$ cat src/rtl/pipe_stage_skid.sv
// Pipeline register with valid/ready handshake, 2-entry skid buffer and synchronous flush.
// Optional statistics counters are enabled with the PIPE_STAGE_STATS_EN macro.
module pipe_stage_skid #(
  parameter int              IW        = 32,
  parameter int              CW        = 16,
  parameter logic [IW-1:0]   NOP_INSTR = '0,
  parameter int              CNT_W     = 16
) (
  input  logic             Clk,
  input  logic             R,
  input  logic             flush,
  input  logic             in_valid,
  output logic             in_ready,
  input  logic [IW-1:0]    in_instr,
  input  logic [CW-1:0]    in_ctrl,
  output logic             out_valid,
  input  logic             out_ready,
  output logic [IW-1:0]    out_instr,
  output logic [CW-1:0]    out_ctrl,
  output logic [1:0]       occupancy
`ifdef PIPE_STAGE_STATS_EN
  ,
  output logic [CNT_W-1:0] stall_cnt,
  output logic [CNT_W-1:0] bubble_cnt,
  output logic [CNT_W-1:0] flush_cnt
`endif
);

  typedef enum logic [1:0] {
    EMPTY = 2'd0,
    ONE   = 2'd1,
    FULL  = 2'd2
  } state_t;

  typedef struct packed {
    logic [IW-1:0] instr;
    logic [CW-1:0] ctrl;
  } entry_t;

  localparam entry_t NOP_ENTRY = {NOP_INSTR, {CW{1'b0}}};

  state_t r_state;
  entry_t r_main;
  entry_t r_skid;

  state_t w_state_nxt;
  entry_t w_main_nxt;
  entry_t w_skid_nxt;
  entry_t w_in_entry;
  logic   w_in_fire;
  logic   w_out_fire;

  // Handshake outputs come from registered state only, so out_ready never reaches in_ready.
  assign in_ready   = (r_state != FULL);
  assign out_valid  = (r_state != EMPTY);
  assign out_instr  = out_valid ? r_main.instr : NOP_INSTR;
  assign out_ctrl   = out_valid ? r_main.ctrl  : '0;
  assign occupancy  = r_state;

  assign w_in_fire  = in_valid  & in_ready;
  assign w_out_fire = out_valid & out_ready;
  assign w_in_entry = {in_instr, in_ctrl};

  always_comb begin
    // NOTE: every signal gets a default first so no path leaves it unassigned (no latch).
    w_state_nxt = r_state;
    w_main_nxt  = r_main;
    w_skid_nxt  = r_skid;
    if (flush) begin
      w_state_nxt = EMPTY;
      w_main_nxt  = NOP_ENTRY;
      w_skid_nxt  = NOP_ENTRY;
    end else begin
      unique case (r_state)
        EMPTY: begin
          if (w_in_fire) begin
            w_state_nxt = ONE;
            w_main_nxt  = w_in_entry;
          end
        end
        ONE: begin
          if (w_in_fire && w_out_fire) begin
            w_main_nxt  = w_in_entry;
          end else if (w_in_fire) begin
            w_state_nxt = FULL;
            w_skid_nxt  = w_in_entry;
          end else if (w_out_fire) begin
            w_state_nxt = EMPTY;
          end
        end
        FULL: begin
          if (w_out_fire) begin
            w_state_nxt = ONE;
            w_main_nxt  = r_skid;
          end
        end
        default: w_state_nxt = EMPTY;
      endcase
    end
  end

  // NOTE: the data registers are reset too, so the bubble contents are defined from time zero.
  always_ff @(posedge Clk or negedge R) begin
    if (!R) begin
      r_state <= EMPTY;
      r_main  <= NOP_ENTRY;
      r_skid  <= NOP_ENTRY;
    end else begin
      // NOTE: non-blocking assignments so every register samples pre-edge values.
      r_state <= w_state_nxt;
      r_main  <= w_main_nxt;
      r_skid  <= w_skid_nxt;
    end
  end

`ifdef PIPE_STAGE_STATS_EN
  logic [CNT_W-1:0] r_stall_cnt;
  logic [CNT_W-1:0] r_bubble_cnt;
  logic [CNT_W-1:0] r_flush_cnt;

  // Counters stick at all-ones rather than wrapping.
  always_ff @(posedge Clk or negedge R) begin
    if (!R) begin
      r_stall_cnt  <= '0;
      r_bubble_cnt <= '0;
      r_flush_cnt  <= '0;
    end else begin
      if (out_valid && !out_ready && (r_stall_cnt != '1))
        r_stall_cnt <= r_stall_cnt + 1'b1;
      if (!out_valid && out_ready && (r_bubble_cnt != '1))
        r_bubble_cnt <= r_bubble_cnt + 1'b1;
      if (flush && (r_state != EMPTY) && (r_flush_cnt != '1))
        r_flush_cnt <= r_flush_cnt + 1'b1;
    end
  end

  assign stall_cnt  = r_stall_cnt;
  assign bubble_cnt = r_bubble_cnt;
  assign flush_cnt  = r_flush_cnt;
`endif

endmodule

$ cat config.mk
export PLATFORM = sky130hd
export DESIGN_NAME = pipe_stage_skid
export DESIGN_NICKNAME = d
export VERILOG_FILES = /design/src/rtl/pipe_stage_skid.sv
export SDC_FILE = /design/constraint.sdc
export NUM_CORES = 1
export LEC_CHECK = 0
export BUFFER_PORTS_ARGS = -buffer_cell sky130_fd_sc_hd__buf_2
export CAP_MARGIN = 20
export CORE_MARGIN = 4
export CORE_UTILIZATION = 49
export DETAILED_ROUTE_END_ITERATION = 8
export PLACE_DENSITY = 0.76
export RECOVER_POWER = 100
export SKIP_LAST_GASP = 1
export SLEW_MARGIN = 25
export SYNTH_ARGS = -nofsm -noshare
export SYNTH_HDL_FRONTEND = slang
export SYNTH_SLANG_ARGS = --single-unit
$ cat constraint.sdc
create_clock -name Clk -period 1.5 [get_ports Clk]
set_input_delay 0.225 -clock Clk [delete_from_list [all_inputs] [get_ports Clk]]
set_output_delay 0.225 -clock Clk [all_outputs]
set_load 0.1 [all_outputs]
* Word-level counts from Yosys, hierarchy flattened
Cells that the tools add are included.
** Cells by class
- Reduce and logical (&&, ||, !) cells :: 9
- Multiplexer cells :: 17
- $lt $le $gt $ge :: 0
- Bitwise gates (word level) :: 2
- $add $sub $neg :: 0
- $mul :: 0
- Shifts and indexed selects :: 0
- Equality and inequality tests :: 9
- Divide/modulo/power cells :: 0
** Operators with widths (count)
- $mux 48 :: 7
- $pmux 48 s3 :: 1
- $mux 32 :: 1
- $mux 16 :: 1
- $mux 2 :: 6
- $ne 3x3->1 const B :: 4
- $reduce_and 4->1 :: 2
- $pmux 2 s3 :: 1
- $reduce_bool 2->1 :: 3
- $ne 2x2->1 const B :: 2
- $ne 4x4->1 const B :: 1
- $reduce_bool 4->1 :: 1
- $reduce_and 3->1 :: 1
- $and 1x1->1 :: 2
- $eq 2x1->1 const B :: 1
- $eq 2x2->1 const B :: 1
- $logic_not 2->1 :: 1
- $logic_and 1x1->1 :: 1
** Storage, ports and cells
- Register bits after elaboration :: 98
- Bits in read-only memories :: 0
- Output and inout bits :: 52
- Word-level logic and storage cells :: 42
- Latch bits :: 0
- RAM bits :: 0
- Memories kept :: 0
- Bits of input ports :: 53

* Logic depth before layout (Yosys ltp)
Gate-level depths: netlist of run 1.
- Word-level depth :: 7
- Mapped depth :: 8
- Gate-level depth less buffers :: 5

* Worst setup path before layout of run 1
Ideal clock, no wire load.
- Path kind :: flip-flop to output port
- From :: register r_state[0], in the netlist occupancy[0]
- To :: output out_ctrl[0]
- Path buffers :: 2
- Path slack :: -1688 ps
- Stages on the path, launching flop included :: 5
- Data required time :: 1275 ps
- Arrival time :: 2963 ps
- Cells stage by stage :: dfrtp_1 -> nor2_1 -> clkbuf_1 -> clkbuf_1 -> nor2b_1
** Between the ends
- Word-level cells in the longest chain between the ends :: 2
** RTL lines
- start: declaration :: line 42 : state_t r_state;
- start signal: assignment :: line 110 : r_state <= w_state_nxt;
- $reduce_bool 2->1 :: line 55 : assign out_valid = (r_state != EMPTY);
- $mux 16 :: line 57 : assign out_ctrl = out_valid ? r_main.ctrl : '0;
- end: declaration :: line 19 : output logic [CW-1:0] out_ctrl,
No other way between the ends.

* Final worst setup path of run 1
- From :: register r_state[1], in the netlist occupancy[1]
- To :: output out_instr[13]
** Between the ends
- Word-level cells in the longest chain between the ends :: 2
** RTL lines
- $reduce_bool 2->1 :: line 55
- $mux 32 :: line 56 : assign out_instr = out_valid ? r_main.instr : NOP_INSTR;
- end: declaration :: line 18 : output logic [IW-1:0] out_instr,
No other way between the ends.

==> results.md, run 1 <==
- Status: finished, violations left
- Failing checks: setup timing
- CP required: 1270 ps
- Top cell type's share of synthesized area: 0.525
- Die Area: 0.0112 mm2
- Vias in the first global route: 4279
- Iteration-0 DRC Markers: 335
- Fin crit period: 2010 ps
- # diodes: 0
- TNS Setup: -44050 ps
- Maximum VDD drop: 0.000722 V
- Post-synthesis instance area: 0.00467 mm2
- Critical setup path kind: reg2out
- Area contributors post-synth: dfrtp_1 (53%), a22o_1 (9.0%), nand2_1 (7.7%)
- Clock Sink Count: 98
- Vias per Instance: 5.69
- Synthesis warning total: 0
- Die height: 106 um
- Root Buffer: clkbuf_8
- Worst Max-Slew Pin Slew: 811 ps
- Core box area: 0.00924 mm2
- Routed len/inst: 20.7 um
- Clock skew: 9.05 ps
- Clock Latency Late Sink: 380 ps
- Hold WC Path Type: in2reg
- Netlist cell types: 18
- IO buf count: 104
- Final #Nets: 640
- Area delta synth->final: 59.5%
- Layout Utilization: 0.806
- Hold WS: 76.8 ps
- Setup ws final: -508 ps
- Most used cell, CP: buf_6
- H-Tree Depth: 3
- Clock Path Buffers: 2
- Io pins: 105
- HPWL after detailed placement: 8.12 mm
- RSZ-0062 raised after global routing: yes
- Lkg Pwr: 3.60 nW
- Worst Setup Start Kind: register
- Power Density: 917 mW/mm2
- Crit path max fanout: 6
- # DRC: 0
- Routability cong.: 0.810
- CTS buffer count: 9
- Detailed Routing Iterations Pass 1: 5
- CTS tree: yes
- Total Power: 6.83 mW
- DIE WIDTH: 106 um
- DR vias: 4105
- Total Routed Length: 14.9 mm
- Initial antenna violation count: 0
- Initial core utilization: 0.505
- Grt total ovfl: 0
- CP max-delay cell: dfrtp_4
- Final Hold Fails: 0
- Crit-path max cell delay: 500 ps
- Maxcap violations: 0
- Post-Layout Cell Count: 721
- CP cell instances: buf_6 -> nor2_4 -> buf_4 -> buf_12 -> nor2b_4 -> buf_6
- Global-route wire length before repair: 22.5 mm
- Post-Syn Nets: 494
- Final Cycle Share: 1.34
- Area leader, netlist: dfrtp_1
- Inst Count DP: 673
- CP endpoint kind: primary output
- Final setup viols: 103
- Per-instance average area after synthesis: 10.6 um2
- Worst Path Buf+Inv: 4
- Routed Antenna Nets: 0
- Sequential fraction of the synthesis area: 0.525
- Site Rows: 35
- Fmax: 0.498 GHz
- Number of synthesized register bits: 98
- Largest net degree at the start of global routing: 44
- Max Slew Vio Count: 0
- Slew headroom: 0.459
- Clock slew at reported path FFs: 100 ps
- WP data arrival: 1780 ps
- Share of cells above drive strength 1: 0.502
- Mapped Cells: 441
- GRT Overall Usage: 0.257
- Top Family by Delay on Critical Path: buffers and inverters
## flip-flops by register name, summed over array words and instances (netlist names)
register / count
r_skid: 48
r_main: 48
occupancy: 2
## worst register-to-register path: cells and delay by family (launching register included)
family	cells	cell delay, ps
buffers and inverters	5	670
DFF	1	490
muxes	1	300
AOI/OAI and AO/OA	2	200
and+or+nand+nor	1	190
## kinds of logic after synthesis
logic type,Yosys count,synth area share
simple gates,154,0.153
compound gates,100,0.148
flops,98,0.525
mux,49,0.134
buf+inv,40,0.0397
## synthesized netlist by cell type
library cell,number
o211ai_2,1
clkbuf_1,19
buf_6,3
mux2i_1,1
buf_2,10
nand2_1,96
nor2_1,3
dfrtp_1,98
a22o_1,48
nor2b_1,50
mux2_2,28
mux2_4,20
nor3_1,2
inv_1,3
nand2b_1,3
buf_1,5
a21oi_1,50
o21ai_2,1
## report_power, final
group          leakage (nW)  total (mW)  switching (mW)  internal (mW)
clock network        0.0859        1.65            1.02          0.634
logic                  2.20        2.27            1.25           1.02
registers              1.31        2.91           0.107           2.80
## final timing paths
path | from | endpoint | slack, ps | cells past startpoint
max | occupancy[1] | out_instr[13] | -510 | 6
min | in_ctrl[2] | r_skid[2] | 80 | 2
max reg2reg | occupancy[0] | r_main[45] | -470 | 9
min reg2reg | r_skid[23] | r_skid[23] | 510 | 1
max in group asynchronous | R | r_main[19] | 150 | 3
min in group asynchronous | R | r_skid[44] | 450 | 2
## final cells by class
| cell class | instances | area, um2 |
|---|---|---|
| clock inverters | 7 | 62.6 |
| inverters | 3 | 17.5 |
| fillers | 489 | 1790 |
| well taps | 129 | 161 |
| repair buffers | 172 | 2050 |
| multi-input cells | 303 | 2570 |
| clock buffers | 9 | 124 |
| flip-flops and latches | 98 | 2460 |
## stage by stage
step	cell area, um2	setup slack, ps
floorplan	5140	-401
global placement	5930	-308
detailed placement	5990	-303
CTS	7300	-452
global route	7450	-550
finish	7450	-508
## cells in the final DEF, fill, tap and decap left out, drive strengths merged
cell and count:
a21oi 50, nor2b 50, mux2i 1, dfrtp 98, clkinvlp 4, inv 5
nand2b 3, buf 164, nor2 3, nor3 2, clkbuf 16, o21ai 1
o211ai 1, mux2 48, nand2 96, clkinv 1, a22o 48, dlygate4sd3 1
## routing by layer
metal  track usage  vias up  share of wire
li1              -     1798              -
met1         0.334     2047           0.39
met2         0.430      228           0.52
met3        0.0533       32          0.076
met4        0.0879        0          0.017
met5             0        -              0
## what timing repair did
action	4_1_cts	5_1_grt
setup endpoints to repair	138	115
gates resized for setup	227	22
hold endpoints to repair	54	0
setup buffers	16	8
hold buffers	1	0
gates cloned	7	3
pin swaps	8	3
Power figures use the tool's default switching activity.
==> run 2: changes to the inputs <==
--- a/constraint.sdc
+++ b/constraint.sdc
@@ -3,2 +3,2 @@
 set_output_delay 0.225 -clock Clk [all_outputs]
-set_load 0.1 [all_outputs]
+set_load 0.05 [all_outputs]
==> results.md, run 2 (synthesis results as in run 1) <==
- Status: finished, violations left (unchanged)
- Failing checks: setup timing (unchanged)
- Most frequent cells in the layout: nand2_1 (96), dfrtp_1 (96), buf_2 (53) (was dfrtp_1 (96), nand2_1 (95), buf_2 (51))
- Share of cells above drive strength 1: 0.487 (was 0.502)
- Crit-path max cell delay: 420 ps (was 500 ps)
- Worst Max-Slew Pin Slew: 879 ps (was 811 ps)
- DIE WIDTH: 106 um (unchanged)
- # diodes: 0 (unchanged)
- TNS Setup: -35970 ps (was -44050 ps)
- Initial antenna violation count: 0 (unchanged)
- HPWL after detailed placement: 7.58 mm (was 8.12 mm)
- Levels on crit path: 7 (was 6)
- Die height: 106 um (unchanged)
- Detailed Routing Iterations Pass 1: 4 (was 5)
- WP data arrival: 1720 ps (was 1780 ps)
- Final setup viols: 100 (was 103)
- Worst Path Buf+Inv: 6 (was 4)
- Root Buffer: clkbuf_8 (unchanged)
- Final Hold Fails: 0 (unchanged)
- Worst Setup Start Kind: register (unchanged)
- CTS buffer count: 9 (unchanged)
- Lkg Pwr: 3.46 nW (was 3.60 nW)
- FF-to-FF End: r_main[38] (was r_main[45])
- CP required: 1270 ps (about the same)
- Grt total ovfl: 0 (unchanged)
- Clock Path Buffers: 2 (unchanged)
- Clock slew at reported path FFs: 100 ps (about the same)
- Top Family by Delay on Critical Path: buffers and inverters (unchanged)
- Final #Nets: 630 (was 640)
- Maxcap violations: 0 (unchanged)
- Met2 Usage GRT: 0.383 (was 0.430)
- Grt met3 use: 0.0576 (was 0.0533)
- CP Launch Point: occupancy[1] (unchanged)
- Final Cycle Share: 1.29 (was 1.34)
- Largest net degree at the start of global routing: 99 (was 44)
- Area delta synth->final: 50.3% (was 59.5%)
- RSZ-0062 raised after global routing: yes (unchanged)
- Routability cong.: 0.782 (was 0.810)
- Clock Latency Late Sink: 380 ps (about the same)
- Io pins: 105 (unchanged)
- Site Rows: 35 (unchanged)
- Global-route wire length before repair: 21.1 mm (was 22.5 mm)
- CTS tree: yes (unchanged)
- CP max-delay cell: dfrtp_2 (was dfrtp_4)
- Placed Area: 0.00589 mm2 (was 0.00599 mm2)
- Max Slew Vio Count: 0 (unchanged)
- Vias in the first global route: 4075 (was 4279)
- Design Area, Final: 0.00702 mm2 (was 0.00745 mm2)
- Filler cell count: 562 (was 489)
- H-Tree Depth: 3 (unchanged)
- Setup ws final: -440 ps (was -508 ps)
- Slew headroom: 0.414 (was 0.459)
- R2r setup slk: -400 ps (was -470 ps)
- # DRC: 0 (unchanged)
- Fmax: 0.515 GHz (was 0.498 GHz)
- Initial core utilization: 0.505 (unchanged)
- Routed len/inst: 20.0 um (was 20.7 um)
- Iteration-0 DRC Markers: 310 (was 335)
- Layer with the highest usage: met2 (unchanged)
- Critical setup path kind: reg2out (unchanged)
- CP cell instances: buf_6 -> nor2_4 -> buf_6 -> buf_12 -> buf_12 -> clkinvlp_4 -> buf_8 (was buf_6 -> nor2_4 -> buf_4 -> buf_12 -> nor2b_4 -> buf_6)
- Clock skew: 8.53 ps (was 9.05 ps)
- DR vias: 4027 (was 4105)
- Core box area: 0.00924 mm2 (unchanged)
- GRT Overall Usage: 0.240 (was 0.257)
- Routed Antenna Nets: 0 (unchanged)
- Clock Sink Count: 98 (unchanged)
- Fin crit period: 1940 ps (was 2010 ps)
- Crit Reg-Reg Startpoint: occupancy[0] (unchanged)
- Reg2reg path depth: 7 (was 9)
- Met1 Usage GRT: 0.326 (was 0.334)
- Hold WS: 74.0 ps (was 76.8 ps)
- Hold WC Path Type: in2reg (unchanged)
- Hold wc startpoint: in_instr[10] (was in_ctrl[2])
- Maximum VDD drop: 0.000620 V (was 0.000722 V)
- CP endpoint kind: primary output (unchanged)
- Setup crit end: out_valid (was out_instr[13])
- Die Area: 0.0112 mm2 (unchanged)
- Total Routed Length: 14.2 mm (was 14.9 mm)
- Crit path max fanout: 5 (was 6)
- Power Density: 939 mW/mm2 (was 917 mW/mm2)
- Vias per Instance: 5.67 (was 5.69)
- IO buf count: 104 (unchanged)
==> run 2: layer usage <==
metal	wire length (um)	up-vias
met5	0	-
met4	323	0
met3	1100	31
met2	6920	223
met1	5880	2000
li1	-	1773
==> run 2: worst min path at each step <==
stage	endpoint	cells after the start	slack (ps)
after CTS	r_skid[26]	2	60
after floorplan	occupancy[0]	0	-70
after global placement	r_main[45]	2	320
after global routing	r_skid[33]	2	70
after detailed placement	r_main[45]	2	320
final	r_skid[26]	2	70
==> run 2: layout make-up <==
cell class	instances	area, um2	area share
clock buffer	10	128	0.0182
tap	129	161	0.0230
multi-input combinational	306	2590	0.369
timing repair buffer	159	1590	0.226
sequential	98	2450	0.350
clock inverter	5	80.1	0.0114
inverter	3	17.5	0.00250
==> run 2: timing repair <==
item,in CTS,in global routing
setup buffers,13,6
hold endpoints to repair,98,0
endpoints found under the setup margin,146,148
hold buffers,1,0
cloned,6,7
resized for setup,110,49
pin swaps,3,5
==> run 2: metrics by stage <==
stage | power, mW | worst slack [ps] | std cells | util
after floorplan | 3.89 | -284 | 441 | -
after global placement | 4.28 | -216 | 665 | 0.638
after detailed placement | 4.30 | -237 | 665 | 0.638
after CTS | 6.43 | -375 | 699 | 0.728
after global routing | 6.82 | -486 | 710 | 0.760
final | 6.59 | -440 | 710 | 0.760
==> run 2: where the power goes <==
part           switching (mW)  leakage, nW  internal [mW]
logic                   0.927         2.06          0.881
clock network           0.953       0.0984          0.929
registers              0.0993         1.31           2.80
total                    1.98         3.46           4.61
